<file path="config.mk">
export PLATFORM = sky130hd
export DESIGN_NAME = hazard_ctrl
export DESIGN_NICKNAME = d
export VERILOG_FILES = /design/src/rtl/hazard_pkg.sv /design/src/rtl/hazard_fwd.sv /design/src/rtl/hazard_ctrl.sv
export SDC_FILE = /design/constraint.sdc
export NUM_CORES = 1
export LEC_CHECK = 0
export BUFFER_PORTS_ARGS = -buffer_cell sky130_fd_sc_hd__buf_4
export CORE_MARGIN = 2
export CORE_UTILIZATION = 38
export CTS_CLUSTER_SIZE = 24
export DETAILED_ROUTE_END_ITERATION = 7
export GPL_TIMING_DRIVEN = 1
export PLACE_DENSITY_LB_ADDON = 0.08
export SYNTH_ARGS = -nofsm -noshare
export SYNTH_HDL_FRONTEND = slang
export SYNTH_HIERARCHICAL = 1
export SYNTH_SLANG_ARGS = --single-unit
</file>
<file path="constraint.sdc">
create_clock -name clk -period 2.66 [get_ports clk]
set_input_delay 0.798 -clock clk [delete_from_list [all_inputs] [get_ports clk]]
set_output_delay 0.798 -clock clk [all_outputs]
set_load 0.02 [all_outputs]
</file>
<file path="src/rtl/hazard_pkg.sv">
// Shared types and constants for the hazard controller: FSM state encoding,
// forwarding-select encodings and the NOP instruction word loaded on a flush.
package hazard_pkg;
   typedef enum logic [1:0] {
      INIT   = 2'd0,
      RUN    = 2'd1,
      MDWAIT = 2'd2
   } hz_state_t;

   localparam logic [1:0]  FWD_RF  = 2'b00;
   localparam logic [1:0]  FWD_WB  = 2'b01;
   localparam logic [1:0]  FWD_MEM = 2'b10;

   localparam logic [31:0] NOP_INSTR = 32'h00000013;
endpackage

</file>
<file path="src/rtl/hazard_fwd.sv">
// Operand forwarding select for the E stage; the M-stage result is newer than
// the W-stage result and therefore takes priority.
module hazard_fwd
   import hazard_pkg::*;
(
   input  logic [4:0] Rs1E,
   input  logic [4:0] Rs2E,
   input  logic [4:0] RdM,
   input  logic [4:0] RdW,
   input  logic       RegWriteM,
   input  logic       RegWriteW,
   output logic [1:0] ForwardAE,
   output logic [1:0] ForwardBE
);
   function automatic logic [1:0] fwd_sel(input logic [4:0] rs);
      if (RegWriteM && (RdM != 5'd0) && (RdM == rs))
         return FWD_MEM;
      else if (RegWriteW && (RdW != 5'd0) && (RdW == rs))
         return FWD_WB;
      else
         return FWD_RF;
   endfunction

   assign ForwardAE = fwd_sel(Rs1E);
   assign ForwardBE = fwd_sel(Rs2E);
endmodule

</file>
<file path="src/rtl/hazard_ctrl.sv">
// Pipeline hazard controller: NOP-fill after reset, branch flush, load-use bubble,
// multi-cycle stall with timeout, forwarding. Counters under HAZARD_PERF_CNT_EN.
module hazard_ctrl
   import hazard_pkg::*;
#(
   parameter int MD_TIMEOUT  = 64,
   parameter int INIT_CYCLES = 2
) (
   input  logic        clk,
   input  logic        reset_n,
   input  logic [4:0]  Rs1D,
   input  logic [4:0]  Rs2D,
   input  logic [4:0]  Rs1E,
   input  logic [4:0]  Rs2E,
   input  logic [4:0]  RdE,
   input  logic [4:0]  RdM,
   input  logic [4:0]  RdW,
   input  logic        LoadE,
   input  logic        RegWriteM,
   input  logic        RegWriteW,
   input  logic        PCSrcE,
   input  logic        MulDivStartE,
   input  logic        MulDivDoneE,
   output logic        EnF,
   output logic        EnD,
   output logic        EnE,
   output logic        FlushD,
   output logic        FlushE,
   output logic        FlushM,
   output logic [1:0]  ForwardAE,
   output logic [1:0]  ForwardBE,
   output logic        MdTimeout,
   output logic [31:0] StallCnt,
   output logic [31:0] FlushCnt
);
   localparam int WCNT_W = $clog2(MD_TIMEOUT) + 1;
   localparam int ICNT_W = $clog2(INIT_CYCLES + 1) + 1;

   hz_state_t         state, state_nxt;
   logic [ICNT_W-1:0] init_cnt, init_cnt_nxt;
   logic [WCNT_W-1:0] wait_cnt, wait_cnt_nxt;
   logic              md_timeout_nxt;
   logic              load_use;

   hazard_fwd u_fwd (
      .Rs1E      (Rs1E),
      .Rs2E      (Rs2E),
      .RdM       (RdM),
      .RdW       (RdW),
      .RegWriteM (RegWriteM),
      .RegWriteW (RegWriteW),
      .ForwardAE (ForwardAE),
      .ForwardBE (ForwardBE)
   );

   assign load_use = LoadE && (RdE != 5'd0) && ((RdE == Rs1D) || (RdE == Rs2D));

   always_ff @(posedge clk or negedge reset_n) begin
      if (!reset_n) begin
         state     <= INIT;
         init_cnt  <= ICNT_W'(INIT_CYCLES);
         wait_cnt  <= '0;
         MdTimeout <= 1'b0;
      end else begin
         state     <= state_nxt;
         init_cnt  <= init_cnt_nxt;
         wait_cnt  <= wait_cnt_nxt;
         MdTimeout <= md_timeout_nxt;
      end
   end

   always_comb begin
      state_nxt      = state;
      init_cnt_nxt   = init_cnt;
      wait_cnt_nxt   = wait_cnt;
      md_timeout_nxt = MdTimeout;
      EnF            = 1'b1;
      EnD            = 1'b1;
      EnE            = 1'b1;
      FlushD         = 1'b0;
      FlushE         = 1'b0;
      FlushM         = 1'b0;
      case (state)
         INIT: begin
            EnF    = 1'b0;
            FlushD = 1'b1;
            FlushE = 1'b1;
            FlushM = 1'b1;
            if (init_cnt <= ICNT_W'(1))
               state_nxt = RUN;
            else
               init_cnt_nxt = init_cnt - ICNT_W'(1);
         end
         RUN: begin
            // A taken branch squashes the younger instructions, so hazards on them are moot
            if (PCSrcE) begin
               FlushD = 1'b1;
               FlushE = 1'b1;
            end else begin
               if (load_use) begin
                  EnF    = 1'b0;
                  EnD    = 1'b0;
                  FlushE = 1'b1;
               end
               if (MulDivStartE) begin
                  state_nxt    = MDWAIT;
                  wait_cnt_nxt = '0;
               end
            end
         end
         MDWAIT: begin
            if (MulDivDoneE) begin
               state_nxt = RUN;
            end else begin
               EnF    = 1'b0;
               EnD    = 1'b0;
               EnE    = 1'b0;
               FlushM = 1'b1;
               if (wait_cnt == WCNT_W'(MD_TIMEOUT - 1)) begin
                  md_timeout_nxt = 1'b1;
                  state_nxt      = RUN;
               end else begin
                  wait_cnt_nxt = wait_cnt + WCNT_W'(1);
               end
            end
         end
         default: state_nxt = INIT;
      endcase
   end

`ifdef HAZARD_PERF_CNT_EN
   always_ff @(posedge clk or negedge reset_n) begin
      if (!reset_n) begin
         StallCnt <= '0;
         FlushCnt <= '0;
      end else begin
         if (!EnD)
            StallCnt <= StallCnt + 32'd1;
         if ((state == RUN) && (FlushD || FlushE))
            FlushCnt <= FlushCnt + 32'd1;
      end
   end
`else
   assign StallCnt = '0;
   assign FlushCnt = '0;
`endif
endmodule

</file>
**Word level (Yosys, flattened, before mapping)**

Cells that the tools add are included.

- Logic and storage cells: 70
- Flip-flop bits (word level): 13
- Bits of input ports: 43
- Output and inout port bits: 75

- Equality and inequality tests: 15
- Bitwise gates (word level): 2
- Magnitude comparators: 1
- Reductions and logical operators: 18
- Muxes and demuxes: 28
- Add/sub/neg operators: 2

Operators with widths:

| cell | number |
|---|---|
| 5-bit == test | 6 |
| 7-bit 2-to-1 mux | 4 |
| 5-bit nonzero test | 3 |
| 2-bit 2-to-1 mux | 7 |
| 7-bit case mux with 2 select lines | 1 |
| 1-bit 2-to-1 mux | 10 |
| 2-bit inequality test (second input constant) | 5 |
| 1-bit logical AND | 8 |
| 1-bit case mux with 2 select lines | 4 |
| 7-bit by 1-bit adder with 7-bit output (second input constant) | 1 |
| 7-bit by 6-bit == test with 1-bit output (second input constant) | 1 |
| 2-bit case mux with 3 select lines | 1 |
| 5-bit AND reduction | 1 |
| 4-bit AND reduction | 1 |
| 3-bit by 1-bit less-or-equal comparator with 1-bit output (second input constant) | 1 |
| 3-bit inequality test (second input constant) | 1 |
| 1-bit case mux with 3 select lines | 1 |
| 3-bit AND reduction | 1 |
| 3-bit by 1-bit subtractor with 3-bit output (second input constant) | 1 |
| 2-bit by 1-bit == test with 1-bit output (second input constant) | 1 |
| 2-bit == test (second input constant) | 1 |
| 2-bit zero test | 1 |
| 1-bit NOT | 2 |
| 2-bit AND reduction | 1 |
| other kinds (2) | 2 |

**Depth between registers and ports, before layout**

Gate-level depths: netlist of the first run.

- Depth after elaboration: 6
- Mapped depth: 7
- Mapped depth without buffers: 6

**Modules after synthesis**

Netlist of the first run, hierarchy kept.

By module, submodules not included:

| module | cells each | area an instance (um2) | sequential area each (um2) | instances |
|---|---|---|---|---|
| hazard_ctrl | 169 | 1457.6 | 326.6 | 1 |
| hazard_fwd | 34 | 257.7 | 0.0 | 1 |

**Worst setup path before layout of the first run**

No wires, ideal clock.

- Kind: input to output
- From: input port RdM[1]
- To: output port ForwardAE[0]
- Buffers on the path: 0
- Arrival: 2.350 ns
- Path slack: -0.488 ns
- Data required time: 1.862 ns
- Stages on the path: 4
- Cell sequence: or4_1 o21ai_2 nor4_1 nor4_1

- Cells in the longest elaborated chain, start to end: 4
- Elaborated cells on any way between the ends: 5
- Classes of those cells: 1 x eq/ne; 1 x mux; 3 x reduce/logical

RTL lines:

| what | RTL line | RTL |
|---|---|---|
| from (decl) | hazard_ctrl.sv:16 | `input logic [4:0] RdM,` |
| 5-bit nonzero test | hazard_fwd.sv:16 | `if (RegWriteM && (RdM != 5'd0) && (RdM == rs))` |
| 1-bit logical AND | hazard_fwd.sv:16 |  |
| 1-bit logical AND (*) | hazard_fwd.sv:16 |  |
| 2-bit 2-to-1 mux (*) | hazard_fwd.sv:16 |  |
| to (decl) | hazard_ctrl.sv:30 | `output logic [1:0] ForwardAE,` |

Every way passes the cells marked *; elsewhere a longest branch is shown, timed or not.

**Worst setup path in the final report of the first run**

- From: input port RdM[1]
- To: output port ForwardBE[0]

- Cells in the longest elaborated chain, start to end: 4
- Elaborated cells on any way between the ends: 5
- Classes of those cells: 1 x eq/ne; 1 x mux; 3 x reduce/logical

RTL lines:

| what | RTL line | RTL |
|---|---|---|
| 5-bit nonzero test | hazard_fwd.sv:16 |  |
| 1-bit logical AND | hazard_fwd.sv:16 |  |
| 1-bit logical AND (*) | hazard_fwd.sv:16 |  |
| 2-bit 2-to-1 mux (*) | hazard_fwd.sv:16 |  |
| to (decl) | hazard_ctrl.sv:31 | `output logic [1:0] ForwardBE,` |

Marks and branches as above.

==> results of run 1 <==
## report_power, final
group          total [mW]  switching [mW]  internal [mW]
registers           0.289          0.0453          0.244
logic               0.822           0.452          0.370
clock network       0.178          0.0722          0.106
total                1.29           0.569          0.720
## cell families after synthesis
family                   after synthesis
AO/OA/AOI/OAI                         25
XOR/XNOR                              32
adder cells (fa/ha/maj)                8
buffers and inverters                 73
flip-flops                            13
multiplexers                           3
other                                  1
AND/OR/NAND/NOR                       48
## cell usage after synthesis, drive strengths merged, types with 3 or more instances
cell	number
or4	4
dfrtp	12
nand3	9
xnor2	27
ha	8
a21oi	6
nor4	6
or3	3
xor2	5
nand2	9
buf	66
inv	7
nor2	4
o31ai	3
o21ai	6
## layer usage
metal  routed length, µm  GRT usage, %  vias up
met3                 276          2.56        4
li1                    -             -      702
met1                1340          15.9      605
met2                1750          23.4       65
met4                  40          5.03        0
met5                   0             0        -
## through the flow
| step | total power [mW] | area (µm²) | instances |
|---|---|---|---|
| 6_report | 1.29 | 2220 | 326 |
| 5_1_grt | 1.39 | 2220 | 326 |
| 4_1_cts | 1.29 | 2210 | 326 |
| 3_5_place_dp | 1.07 | 2100 | 322 |
| 3_3_place_gp | 1.08 | 2100 | 322 |
| 2_1_floorplan | 0.888 | 2000 | 266 |
## registers in the layout, summed over array words and instances, names as in the netlist
| name | count |
|---|---|
| init_cnt | 3 |
| state | 2 |
| MdTimeout | 1 |
| wait_cnt | 7 |
## area by class of cell
cell class              instances  area share, %
clock buffers                   4           2.03
inverters                       7           1.18
multi-input cells             180           54.1
flip-flops and latches         13           14.7
well taps                      52           2.93
repair buffers                 70           25.0
## how the worst min path moves through the flow
stage          depth (start not counted)          end  slack (ns)
6_report                               1     state[0]        0.39
5_1_grt                                1     state[0]        0.40
4_1_cts                                1     state[0]        0.39
3_5_place_dp                           1  init_cnt[2]        0.45
3_3_place_gp                           1  init_cnt[2]        0.45
2_1_floorplan                          1  init_cnt[2]        0.44
## repair_timing
| item | CTS | global route |
|---|---|---|
| resized for setup | 14 | 2 |
| endpoints found under the hold margin | 0 | 0 |
| pin swaps | 5 | 1 |
| setup buffers | 0 | 0 |
| endpoints found under the setup margin | 7 | 7 |
==> impl_metrics.ini, run 1 <==
[run_status]
status = complete, but fails checks
violations = setup timing

[sta]
setup_viol = 7
hold_ws_ns = 0.389
fmax_ghz = 0.348
period_share_pct = 108
worst_pin_slew_ns = 0.542
final-hold-violation-count = 0
layout_setup_ws_ns = -0.215
layout_min_cycle_time_ns = 2.88
max-slew-margin-rel_pct = 63.5
slew_violations = 0
finClkSkew_ns = 0.000640
fin_setup_tns_ns = -0.883
rsz0062_at_grt = true

[yosys]
synth_top_family_by_area = buffers and inverters
synth_cell_types = 41
synthesis.area_mm2 = 0.00172
ys_top_cells_by_area = buf_4, dfrtp_1, xnor2_1
yosys.area.top_type = buf_4
synth_top_area_share_pct = 28.0
seq_area_frac_synth_pct = 19.0
synth-compound-area-share_pct = 10.1
synthCells = 203
synthAdderAreaFrac_pct = 5.84
muxShareOfSynthArea_pct = 1.90
synth_edf_count = 0
synth_simple_gate_area_share_pct = 16.0
synth-seq-cells = 13
synth_xor_area_share_pct = 16.3
yosys_warnings = 6
avgSynthCellArea_um2 = 8.45
async_reset_ff_share_pct = 100
synth_ff_type = dfrtp_1

[critical_path]
r2r_setup_slack_ns = 0.46
cp.required_ns = 1.86
cp.buffers_inverters = 2
crit_arrival_ns = 2.08
critPathLaunch = RdM[1]
reg2reg_depth = 6
end_kind = output pin
cp.depth = 6
cp-endpoint = ForwardBE[0]
path_class = input port to output pin
critPathLaunchType = input port
path_cells = buf_6 > or4_4 > o21ai_4 > nor4_4 > nor4_4 > buf_4
cp_top_family = simple AND/OR/NAND/NOR gates
r2r-start = state[1]
slowest_delay_ns = 0.54
slowest_stage = or4_4
regToRegEndpoint = wait_cnt[5]
cpMostUsedCell = nor4_4
critPathMaxFanout = 2

[layout]
utilization_pct = 50.9
n_antenna_cell = 0
seqCellArea_um2 = 327
mostFrequentLayoutCells = conb_1, buf_4, xnor2_1
syn_to_final_growth_pct = 29.3
final_common_cell = conb_1
drive_gt1_share_pct = 33.9
nNetsFinal = 326
multi_input_area_mm2 = 0.00120
fillCellCount = 441

[cts]
cts_sinks = 13
cts_tree = built
cts_root_buf = clkbuf_8
clk_pin_slew_ns = 0.06
htree_levels = 1
cts_buffers = 3
clkLatencyLatePin_ns = 0.24
clock_path_buffers = 2
cts_hold_buf = 0

[floorplanning]
die_w_um = 71.2
pin_count = 118
initial_core_util_pct = 39.4
rows = 24
die_height_um = 71.2
core_area_mm2 = 0.00435
dieArea_mm2 = 0.00507

[drt]
drt_iter0_markers = 37
ant_nets = 0
drc = 0
first_pass_iters = 4
vias_per_cell = 4.22
wl_um = 3410
vias = 1376
routedWlPerCell_um = 10.4

[global_routing]
grt_max_degree = 14
antenna_found_initial = 0
grt_use_total_pct = 13.3
grt_pass1_wl_um = 5480
grt_overflow = 0
grt_pass1_vias = 1266

[placement]
dp_hpwl_um = 2960
dp_slack_ns = -0.267
port_buffers = 53
gp_congestion = 0.767

[run]
cap_violations = 0

[power_and_ir_drop]
p_leak_nw = 1.06
power_density_mw_per_mm2 = 581
peakVddDrop_mv = 0.290

[hold_path]
hold_class = input port to asynchronous set/reset pin
No activity file was read; power rests on OpenSTA's default activity.
==> inputs of run 2 (changes only) <==
--- a/config.mk
+++ b/config.mk
@@ -7,7 +7,8 @@
 export LEC_CHECK = 0
 export BUFFER_PORTS_ARGS = -buffer_cell sky130_fd_sc_hd__buf_4
 export CORE_MARGIN = 2
-export CORE_UTILIZATION = 38
+export CORE_UTILIZATION = 39
+export CTS_BUF_LIST = sky130_fd_sc_hd__clkbuf_4
 export CTS_CLUSTER_SIZE = 24
 export DETAILED_ROUTE_END_ITERATION = 7
 export GPL_TIMING_DRIVEN = 1
==> impl_metrics.ini, run 2 (synthesis results as in run 1) <==
[drt]
drc = 0
vias_per_cell = 4.35
ant_nets = 0
first_pass_iters = 4
vias = 1418
wl_um = 3610
drt_iter0_markers = 42
routedWlPerCell_um = 11.1

[critical_path]
cpMostUsedCell = nor4_4
path_class = input port to output pin
slowest_delay_ns = 0.54
critPathMaxFanout = 2
slowest_stage = or4_4
critPathLaunchType = input port
cp.buffers_inverters = 2
path_cells = buf_6 > or4_4 > o21ai_4 > nor4_4 > nor4_4 > buf_4
crit_arrival_ns = 2.04
cp.required_ns = 1.86
cp_top_family = simple AND/OR/NAND/NOR gates
end_kind = output pin

[cts]
htree_levels = 1
clkLatencyLatePin_ns = 0.27
cts_tree = built
clk_pin_slew_ns = 0.08
cts_setup_buffers = 0
cts_hold_buf = 0
clock_path_buffers = 2
cts_sinks = 13
cts_root_buf = clkbuf_4
cts_buffers = 3

[power_and_ir_drop]
peakVddDrop_mv = 0.297
p_leak_nw = 1.08
power_density_mw_per_mm2 = 555
p_total_mw = 1.24

[run_status]
violations = setup timing
status = complete, but fails checks

[placement]
dpl_cell_area_mm2 = 0.00210
gp_congestion = 0.803
dpl.cell_count = 322
port_buffers = 53
dp_hpwl_um = 3080

[floorplanning]
die_w_um = 70.3
initial_core_util_pct = 39.9
die_height_um = 70.3
dieArea_mm2 = 0.00494
pin_count = 118
rows = 24
core_area_mm2 = 0.00429

[layout]
n_antenna_cell = 0
reg_top3 = wait_cnt: 7 flops, init_cnt: 3 flops, state: 2 flops
utilization_pct = 52.2
largest_reg_flops = 7
syn_to_final_growth_pct = 30.6
drive_gt1_share_pct = 35.8
instances_no_fill = 326
nNetsFinal = 326
final_common_cell = conb_1
final_area_mm2 = 0.00224
regMostFlops = wait_cnt
mostFrequentLayoutCells = conb_1, buf_4, xnor2_1

[global_routing]
grt_overflow = 0
grt_max_degree = 14
grt_pass1_vias = 1351
antenna_found_initial = 0
grt_use_total_pct = 14.4
grt_pass1_wl_um = 5790

[sta]
layout_min_cycle_time_ns = 2.83
layout_setup_ws_ns = -0.173
worst_pin_slew_ns = 0.633
period_share_pct = 107
hold_ws_ns = 0.348
final-hold-violation-count = 0
finClkSkew_ns = 0.00388
slew_violations = 0
max-slew-margin-rel_pct = 57.4
fmax_ghz = 0.353
rsz0062_at_grt = true
setup_viol = 7

[run]
cap_violations = 0

[hold_path]
hold_class = input port to asynchronous set/reset pin
-- run 2: cell counts in the layout (fill, tap and decap cells not counted) --
No cell type changed its count.
-- run 2: worst reg2reg max path, cell delays in order, from the launching register on --
cell     delay [ns]
dfrtp_1        0.44
inv_1          0.10
ha_1           0.37
nor2_1         0.13
a211o_4        0.37
nor4_1         0.35
mux2_2         0.37
-- run 2: metal layers --
layer	wire length, µm	global-route usage (%)	vias to the layer above
met5	0	0	-
met4	52	6.41	0
met3	358	3.61	4
met2	1800	24.9	77
met1	1400	16.6	635
li1	-	-	702
-- run 2: worst paths after layout --
| kind | depth (start not counted) | from | slack [ns] | endpoint |
|---|---|---|---|---|
| worst max-delay path | 6 | RdM[3] | -0.17 | ForwardBE[0] |
| min in group clk | 1 | init_cnt[2] | 0.47 | init_cnt[2] |
| max in group asynchronous | 1 | reset_n | 2.07 | init_cnt[1] |
| worst min register to register | 1 | init_cnt[2] | 0.47 | init_cnt[2] |
| worst max register to register | 6 | state[1] | 0.42 | wait_cnt[5] |
| worst min-delay path | 1 | reset_n | 0.35 | wait_cnt[6] |
-- run 2: final cells by class --
type / count / area, µm²
fill: 448 / 2050
multi-input combinational: 180 / 1240
timing repair buffer: 70 / 556
sequential: 13 / 327
tap: 52 / 65.1
clock buffer: 4 / 30.0
inverter: 7 / 26.3
-- run 2: per-stage QoR --
step	worst slack [ns]	setup TNS, ns
after floorplan	-0.105	-0.210
after global placement	-0.239	-1.27
after detailed placement	-0.242	-1.28
after CTS	-0.181	-0.956
after global routing	-0.218	-1.07
final	-0.173	-0.830
-- run 2: power breakdown --
group,internal [mW],switching [mW]
Combinational,0.366,0.454
Clock,0.0683,0.0655
Sequential,0.243,0.0457
-- run 2: repair_timing --
action / 4_1_cts / 5_1_grt
pin swaps: 12 / 5
gates resized for setup: 17 / 4
setup endpoints to repair: 7 / 7
gates cloned: 0 / 0
hold endpoints to repair: 0 / 0
